## src/rtl/cache_pkg.sv

```systemverilog
// Shared types and helpers for the set-associative cache slice.
// Default geometry plus the byte-lane merge used on CPU writes.
package cache_pkg;

   localparam int CACHE_T   = 20;
   localparam int CACHE_B   = 4;
   localparam int CACHE_W   = 4;
   localparam int LINE_SIZE = 2 ** (CACHE_B - 2);

   typedef logic [$clog2(CACHE_W)-1:0] way_idx_t;
   typedef logic [$clog2(CACHE_W)-1:0] age_t;

   function automatic int line_words(input int offset_width);
      return 2 ** (offset_width - 2);
   endfunction

   // Lane k of the result comes from data when be[k] is set, else from old.
   function automatic logic [31:0] be_merge(
      input logic [31:0] old,
      input logic [31:0] data,
      input logic [3:0]  be
   );
      logic [31:0] res;
      res = old;
      for (int k = 0; k < 4; k++) begin
         if (be[k]) res[8*k +: 8] = data[8*k +: 8];
      end
      return res;
   endfunction

endpackage

```

## src/rtl/cache_way.sv

```systemverilog
// One cache line: valid, dirty, tag and word storage with
// byte-enabled writes, full-word fills, install and tag compare.
module cache_way
   import cache_pkg::*;
#(
   parameter  int TAG_WIDTH    = CACHE_T,
   parameter  int OFFSET_WIDTH = CACHE_B,
   localparam int WOFF         = OFFSET_WIDTH - 2,
   localparam int WORDS        = line_words(OFFSET_WIDTH)
) (
   input  logic                 clk,
   input  logic                 rst,
   input  logic [TAG_WIDTH-1:0] lookup_tag,
   input  logic [WOFF-1:0]      offset,
   input  logic                 write_en,
   input  logic [3:0]           byte_en,
   input  logic [31:0]          write_data,
   input  logic                 fill_en,
   input  logic                 install,
   output logic                 valid,
   output logic                 dirty,
   output logic [TAG_WIDTH-1:0] line_tag,
   output logic                 hit,
   output logic [31:0]          word
);

   logic [31:0] data [WORDS];

   always_ff @(posedge clk or posedge rst) begin
      if (rst) begin
         for (int i = 0; i < WORDS; i++) data[i] <= '0;
      end else if (fill_en) begin
         data[offset] <= write_data;
      end else if (write_en) begin
         data[offset] <= be_merge(data[offset], write_data, byte_en);
      end
   end

   always_ff @(posedge clk or posedge rst) begin
      if (rst) begin
         valid    <= 1'b0;
         dirty    <= 1'b0;
         line_tag <= '0;
      end else if (install) begin
         valid    <= 1'b1;
         dirty    <= 1'b0;
         line_tag <= lookup_tag;
      end else if (write_en) begin
         dirty    <= 1'b1;
      end
   end

   assign hit  = valid && (line_tag == lookup_tag);
   assign word = data[offset];

endmodule

```

## src/rtl/cache_set.sv

```systemverilog
// One set of an N-way cache: parallel lookup, true-LRU ages,
// victim selection and fill/access priority.
module cache_set
   import cache_pkg::*;
#(
   parameter  int TAG_WIDTH    = CACHE_T,
   parameter  int OFFSET_WIDTH = CACHE_B,
   parameter  int NUM_WAYS     = CACHE_W,
   localparam int LINE_SIZE    = line_words(OFFSET_WIDTH),
   localparam int WW           = $clog2(NUM_WAYS),
   localparam int WOFF         = OFFSET_WIDTH - 2
) (
   input  logic                 clk_i,
   input  logic                 rst_i,
   input  logic [TAG_WIDTH-1:0] tag_i,
   input  logic [WOFF-1:0]      offset_i,
   input  logic                 access_en_i,
   input  logic                 write_en_i,
   input  logic [3:0]           byte_en_i,
   input  logic [31:0]          write_data_i,
   input  logic                 fill_en_i,
   input  logic                 fill_done_i,
   output logic                 hit_o,
   output logic [WW-1:0]        hit_way_o,
   output logic [31:0]          read_data_o,
   output logic [WW-1:0]        victim_way_o,
   output logic                 victim_valid_o,
   output logic                 victim_dirty_o,
   output logic [TAG_WIDTH-1:0] victim_tag_o,
   output logic [31:0]          victim_data_o
);

   logic [NUM_WAYS-1:0]  way_valid;
   logic [NUM_WAYS-1:0]  way_dirty;
   logic [NUM_WAYS-1:0]  way_hit;
   logic [NUM_WAYS-1:0]  way_write;
   logic [NUM_WAYS-1:0]  way_fill;
   logic [NUM_WAYS-1:0]  way_install;
   logic [TAG_WIDTH-1:0] way_tag  [NUM_WAYS];
   logic [31:0]          way_word [NUM_WAYS];
   logic [WW-1:0]        age      [NUM_WAYS];

   logic                 fill_path;
   logic                 cpu_hit;
   logic                 touch_en;
   logic [WW-1:0]        touch_way;
   logic [WW-1:0]        hw;
   logic [WW-1:0]        vic;
   logic                 found;

   for (genvar w = 0; w < NUM_WAYS; w++) begin : g_way
      cache_way #(
         .TAG_WIDTH    (TAG_WIDTH),
         .OFFSET_WIDTH (OFFSET_WIDTH)
      ) u_way (
         .clk        (clk_i),
         .rst        (rst_i),
         .lookup_tag (tag_i),
         .offset     (offset_i),
         .write_en   (way_write[w]),
         .byte_en    (byte_en_i),
         .write_data (write_data_i),
         .fill_en    (way_fill[w]),
         .install    (way_install[w]),
         .valid      (way_valid[w]),
         .dirty      (way_dirty[w]),
         .line_tag   (way_tag[w]),
         .hit        (way_hit[w]),
         .word       (way_word[w])
      );
   end

   // Scan downward so the lowest-index hit wins.
   always_comb begin
      hw = '0;
      for (int w = NUM_WAYS - 1; w >= 0; w--) begin
         if (way_hit[w]) hw = WW'(w);
      end
   end

   assign hit_o       = |way_hit;
   assign hit_way_o   = hw;
   assign read_data_o = hit_o ? way_word[hw] : 32'h0;

   always_comb begin
      vic   = '0;
      found = 1'b0;
      for (int w = 0; w < NUM_WAYS; w++) begin
         if (!found && !way_valid[w]) begin
            vic   = WW'(w);
            found = 1'b1;
         end
      end
      if (!found) begin
         for (int w = 0; w < NUM_WAYS; w++) begin
            if (age[w] == WW'(NUM_WAYS - 1)) vic = WW'(w);
         end
      end
   end

   assign victim_way_o   = vic;
   assign victim_valid_o = way_valid[vic];
   assign victim_dirty_o = way_dirty[vic];
   assign victim_tag_o   = way_tag[vic];
   assign victim_data_o  = way_word[vic];

   // A fill beat or install blocks the CPU access entirely.
   assign fill_path = fill_en_i | fill_done_i;
   assign cpu_hit   = !fill_path && access_en_i && hit_o;
   assign touch_en  = fill_done_i | cpu_hit;
   assign touch_way = fill_done_i ? vic : hw;

   always_comb begin
      way_write   = '0;
      way_fill    = '0;
      way_install = '0;
      for (int w = 0; w < NUM_WAYS; w++) begin
         way_write[w]   = cpu_hit && write_en_i && (hw == WW'(w));
         way_fill[w]    = fill_en_i && (vic == WW'(w));
         way_install[w] = fill_done_i && (vic == WW'(w));
      end
   end

   always_ff @(posedge clk_i or posedge rst_i) begin
      if (rst_i) begin
         for (int w = 0; w < NUM_WAYS; w++) age[w] <= WW'(w);
      end else if (touch_en) begin
         for (int w = 0; w < NUM_WAYS; w++) begin
            if (WW'(w) == touch_way)
               age[w] <= '0;
            else if (age[w] < age[touch_way])
               age[w] <= age[w] + WW'(1);
         end
      end
   end

endmodule

```

## config.mk

```make
export PLATFORM = sky130hd
export DESIGN_NAME = cache_set
export DESIGN_NICKNAME = d
export VERILOG_FILES = /design/src/rtl/cache_pkg.sv /design/src/rtl/cache_way.sv /design/src/rtl/cache_set.sv
export SDC_FILE = /design/constraint.sdc
export NUM_CORES = 2
export LEC_CHECK = 0
export CORE_MARGIN = 3
export CORE_UTILIZATION = 60
export DETAILED_ROUTE_END_ITERATION = 16
export HOLD_SLACK_MARGIN = 0.05
export PLACE_DENSITY = 0.85
export SYNTH_ARGS = -nofsm -noshare
export SYNTH_HDL_FRONTEND = slang
export SYNTH_SLANG_ARGS = --single-unit
export TNS_END_PERCENT = 1
```

## constraint.sdc

```tcl
create_clock -name clk_i -period 50.4 [get_ports clk_i]
set_clock_uncertainty 0.2 [all_clocks]
set_input_delay 5.04 -clock clk_i [delete_from_list [all_inputs] [get_ports clk_i]]
set_output_delay 5.04 -clock clk_i [all_outputs]
set_load 0.02 [all_outputs]
```

* Yosys cells after proc, flatten, opt, wreduce, memory -nomap -nowiden
Cells that the tools add are included.
** Storage, ports and cells
- Word-level logic and storage cells :: 246
- Output and inout bits :: 91
- Input bits :: 64
- Bits in registers :: 608
** Cells by class
- Multiplexer cells :: 128
- Reduce and logical (&&, ||, !) cells :: 49
- Add/subtract/negate cells :: 4
- Magnitude comparators :: 10
- Bitwise gates (word level) :: 6
- Equal/unequal tests :: 17
** Operators by type and width (number)
- $bwmux W128 :: 8
- $mux W128 :: 8
- $mux W32 :: 14
- $bmux W32 S2 :: 6
- $mux W8 :: 48
- $eq A20 B20 Y1 :: 4
- $demux W32 S2 :: 1
- $mux W2 :: 22
- $bmux W20 S2 :: 1
- $mux W20 :: 2
- $reduce_bool A2 Y1 :: 12
- $logic_and A1 B1 Y1 :: 23
- $eq A2 B2 Y1 const B :: 8
- $mux W1 :: 15
- $ge A3 B3 Y1 const B :: 4
- $not A2 Y3 :: 4
- $add A2 B1 Y2 const B :: 4
- $lt A2 B2 Y1 :: 4
- $reduce_and A2 Y1 :: 4
- $logic_not A1 Y1 :: 6
- $logic_not A2 Y1 :: 3
- $bmux W1 S2 :: 2
- $bmux W2 S2 :: 1
- $eq A2 B1 Y1 const B :: 2
- other kinds (6) :: 8

* Longest topological paths before layout
- Word-level depth :: 22
- Gate-level depth with buffers :: 14
- Mapped depth without buffers :: 11

* Hierarchy
Synthesis repeated with hierarchy kept, for this count alone.
** Unflattened totals
- Cell total of the unflattened synthesis :: 2891
- Area total of the unflattened synthesis :: 31308.8 um^2
** Modules (own cells, without submodules)
- cache_way :: cells each 567, times used 4, area each 6976.7 um^2
- cache_set :: cells each 623, times used 1, area each 3402.0 um^2

* Worst setup path after synthesis
Ideal clock, no wire load.
- Path kind :: in2out
- Start point :: input port tag_i[7]
- End point :: output port read_data_o[10]
- Data arrival time :: 7374 ps
- Cell stages on the path :: 11
- Path slack :: 37786 ps
- Path buffers :: 3
- Cell sequence :: buf_2 xnor2_2 nand4_1 or4_4 a211oi_2 o21bai_1 buf_6 buf_2 mux2i_1 or2_2 a21oi_1
** Between the ends
- Longest elaborated chain between the ends :: 11
- Elaborated cells between the ends (all ways) :: 18
- Classes of those cells :: 4 x eq/ne; 8 x mux; 1 x bitwise; 5 x reduce/logical
** RTL lines
- from (decl) :: RTL line cache_set.sv:15 : input logic [TAG_WIDTH-1:0] tag_i,
- $eq A20 B20 Y1 :: RTL line cache_way.sv:53 : assign hit = valid && (line_tag == lookup_tag);
- $logic_and A1 B1 Y1 :: RTL line cache_way.sv:53
- $mux W2 (4 in series) :: RTL line cache_set.sv:77 : if (way_hit[w]) hw = WW'(w);
- $not A2 Y3 (implied by the code) :: RTL line cache_set.sv:83 : assign read_data_o = hit_o ? way_word[hw] : 32'h0;
- $bmux W32 S2 :: RTL line cache_set.sv:83
- $mux W32 (implied by the code) (2 in series) :: RTL line cache_set.sv:83
- $mux W32 (*) :: RTL line cache_set.sv:83
- to (decl) :: RTL line cache_set.sv:25 : output logic [31:0] read_data_o,
Every way passes the cells marked *; elsewhere a longest branch is shown, timed or not. The select of a mux whose other input is x is not followed.

* Worst setup path in the final report
- Start point :: input port tag_i[7]
- End point :: output port read_data_o[11]
The elaborated chain is that of the path after synthesis.

==> run metrics <==
fin nets 2913; final worst slack 35890 ps; Hold Buf Count CTS 0; Worst Path Max Fanout 35; first-pass GRT wire length 139900 um; largest family of logic cells by synthesized area multiplexers; CP Depth 10; drt drc 0; Max Slew Vio Count 0; CTS Buf Count 60; pin count of the biggest net entering global routing 112; TritonCTS clock tree done; most used flip-flop cell after synthesis dfrtp_1; Pre-antenna DRT Iters 5; post-synth top area share 0.5022; slowest CP cell clkdlybuf4s50_1; Critical Path End Type output pin; R2R Path Start age[0]$_DFFE_PP1P_; Final Cell Area 34280 um^2; FF/Latch Area 15220 um^2; grt ovf 0; setup TNS 0 ps; clk root buf clkbuf_16; Syn Area/Cell 10.75 um^2; Synth Area in Compound Gates 0.1293; Post-Synthesis Cells 2799; Skew-Pair Late Insertion Delay 650 ps; Worst Hold Class flip-flop to flip-flop; Synth area leader dfrtp_1; CTS Sinks 608; FP Rows 81; mux contribution to synthesized area 0.1960; CP top delay family simple AND/OR/NAND/NOR gates; crit path launch tag_i[7]; share of cells above drive strength 1 0.1595; Multi-input gate area 14120 um^2; Die Area 52890 um^2; setup bufs post-CTS 0; Hold Vio Cnt, Final 0; Via density 6.619; CTS H-tree lvls 2; CP peak stage delay 650 ps; PD cells 74.87 nW/um^2; Synth cell types 68; ranking of synthesized cells by area dfrtp_1 (50%), mux4_2 (11%), mux2i_1 (5.5%), o21ai_0 (4.9%), nand2_1 (4.6%); Die Y-Extent 230.0 um; crit path buf inv count 3; Rel. slew slack 0.1557; crit path to read_data_o[11]; CTS clk-pin slew, worst paths 60 ps; Seq/Total Area, Yosys 0.5057; Fillers 3365; Post-Syn Area 30100 um^2; reg2reg path depth 10; Yosys warnings 0; Post-Syn Nets 2867; Core Region 49250 um^2; post-detail-place hpwl 57220 um; worst slew pin tran 1262 ps; post-CTS sizing 0; maximum operating frequency 0.06894 GHz; Finished Layout Cells 3563; Finish-stage setup viols 0; Tcrit/Tclk final 0.2878; crit path time final 14510 ps; die width 230.0 um; starting density of the core 0.6111; area share of and/or/nand/nor cells after synthesis 0.1140; RSZ-0062 raised after global routing no; worst path arrival time 9270 ps; routed via count 23590; Max VDD drop 0.00006162 V; Worst R2R End g_way[2].u_way.data[114]$_DFFE_PP0P_; Pleak 14.52 nW; number of global-route vias before repair 24440; CP required 45160 ps; IO Port Bufs 154; most used cell, CP clkdlybuf4s50_1; post-place setup slack 36040 ps; Post-synth EDFFs 0; Layout area overhead 13.89%; IO Count 155; startpoint types input port; status completed; CP Class input port to output pin; R2R setup slack 44600 ps; Placed Cells 3447; GRT Overall Usage 0.3384; Max Cap Violations 0; XOR/XNOR Fraction of Synth Area 0.02403; Post-DP Area 32050 um^2; routability congestion estimate 0.8823; worst hold slack 277.6 ps; Longest Clk Path Bufs 3; Synth Register Bits 608; Synth Area in Adders 0.001663; initial antenna violation count 5; Async SR Flop Fraction 1.000; crit-path cells clkdlybuf4s50_1, xnor2_1, nand4_1, nor4_1, nand2_1, nor3b_4, buf_4, and2_2, a21oi_1, clkdlybuf4s50_1; Total Wirelength 89000 um; Post-DRT Antenna Nets 0; DRT iter0 DRCs 2786; DR WL/cell 24.98 um
==> state kept, by name, indices dropped and copies added, names as in the netlist <==
name / cells
age: 8
g_way.u_way.data: 512
g_way.u_way.dirty: 4
g_way.u_way.line_tag: 80
g_way.u_way.valid: 4
==> power breakdown <==
group	internal [mW]	switching, mW	total (mW)
Clock	0.299	0.200	0.499
Sequential	0.717	0.142	0.859
Combinational	0.516	0.692	1.21
==> worst min-delay path, stage by stage (launching register included) <==
cell,delay [ps]
dfrtp_1,340
nand2_1,50
o21ai_0,60
==> layout by cell type, fill, tap and decap left out, types with 12 or more instances in the layout <==
cell,n
xor2_1,19
nand4_1,20
mux2_2,80
nor2_1,257
and2_1,34
clkbuf_16,60
clkbuf_8,15
nand3_1,12
a21oi_1,267
nand2_1,365
mux2i_1,164
xnor2_1,58
buf_4,38
mux4_2,149
a22oi_1,34
a211oi_1,35
or2_2,40
dfrtp_1,604
clkdlybuf4s50_1,152
a31oi_1,33
o21ai_0,293
==> worst min-delay path by stage <==
stage / startpoint / end / slack, ps / cells past startpoint
2_1_floorplan: g_way[1].u_way.data[32]$_DFFE_PP0P_ / g_way[1].u_way.data[32]$_DFFE_PP0P_ / 240 / 2
3_3_place_gp: g_way[1].u_way.data[110]$_DFFE_PP0P_ / g_way[1].u_way.data[110]$_DFFE_PP0P_ / 260 / 2
3_5_place_dp: g_way[1].u_way.data[37]$_DFFE_PP0P_ / g_way[1].u_way.data[37]$_DFFE_PP0P_ / 270 / 2
4_1_cts: g_way[3].u_way.data[43]$_DFFE_PP0P_ / g_way[3].u_way.data[43]$_DFFE_PP0P_ / 280 / 2
5_1_grt: g_way[3].u_way.data[43]$_DFFE_PP0P_ / g_way[3].u_way.data[43]$_DFFE_PP0P_ / 300 / 2
6_report: g_way[3].u_way.data[121]$_DFFE_PP0P_ / g_way[3].u_way.data[121]$_DFFE_PP0P_ / 280 / 2
==> area by class of cell <==
cell class,instances,area share
inverters,10,0.001387
clock inverters,27,0.01380
well taps,664,0.02424
repair buffers,192,0.05347
multi-input cells,1973,0.4118
diodes,3,0.0002190
flip-flops and latches,608,0.4440
clock buffers,86,0.05103
==> stage by stage <==
stage,util,power (mW)
2_1_floorplan,-,1.621
3_3_place_gp,0.6507,1.975
3_5_place_dp,0.6507,2.040
4_1_cts,0.6958,2.551
5_1_grt,0.6959,2.700
6_report,0.6959,2.566
==> kinds of logic after synthesis <==
family,Yosys count
DFF,608
buffers and inverters,218
and+or+nand+nor,798
muxes,393
AOI/OAI and AO/OA,698
xor gates and xnor gates,80
adders and majority gates,4
==> synth_stat cells, types with 3 or more instances <==
master and number:
a31o_2 4, nand3_1 14, nor3b_1 3, nor3_1 3
a22oi_1 34, nor2b_1 6, mux2_2 80, buf_1 24
a21oi_1 267, mux4_2 149, nor4b_1 4, o21ai_0 293
xnor2_2 3, a31oi_1 33, buf_6 4, and3_1 5
and2_1 35, nand2b_1 9, xor2_1 19, nand4_1 20
dfstp_2 4, nand2_1 371, or2_1 4, nor4_1 7
o22ai_1 4, xnor2_1 58, or2_2 40, clkbuf_1 156
buf_2 22, ha_1 4, mux2i_1 164, nor2_1 267
a211oi_1 35, dfrtp_1 604, inv_1 9
==> metal layers <==
layer	global-route usage	routed length, um	vias up
li1	-	-	10050
met1	0.4520	33970	11860
met2	0.5348	41460	1409
met3	0.09638	10300	264
met4	0.1243	3236	4
met5	0	29	-
Power figures use the tool's default switching activity.
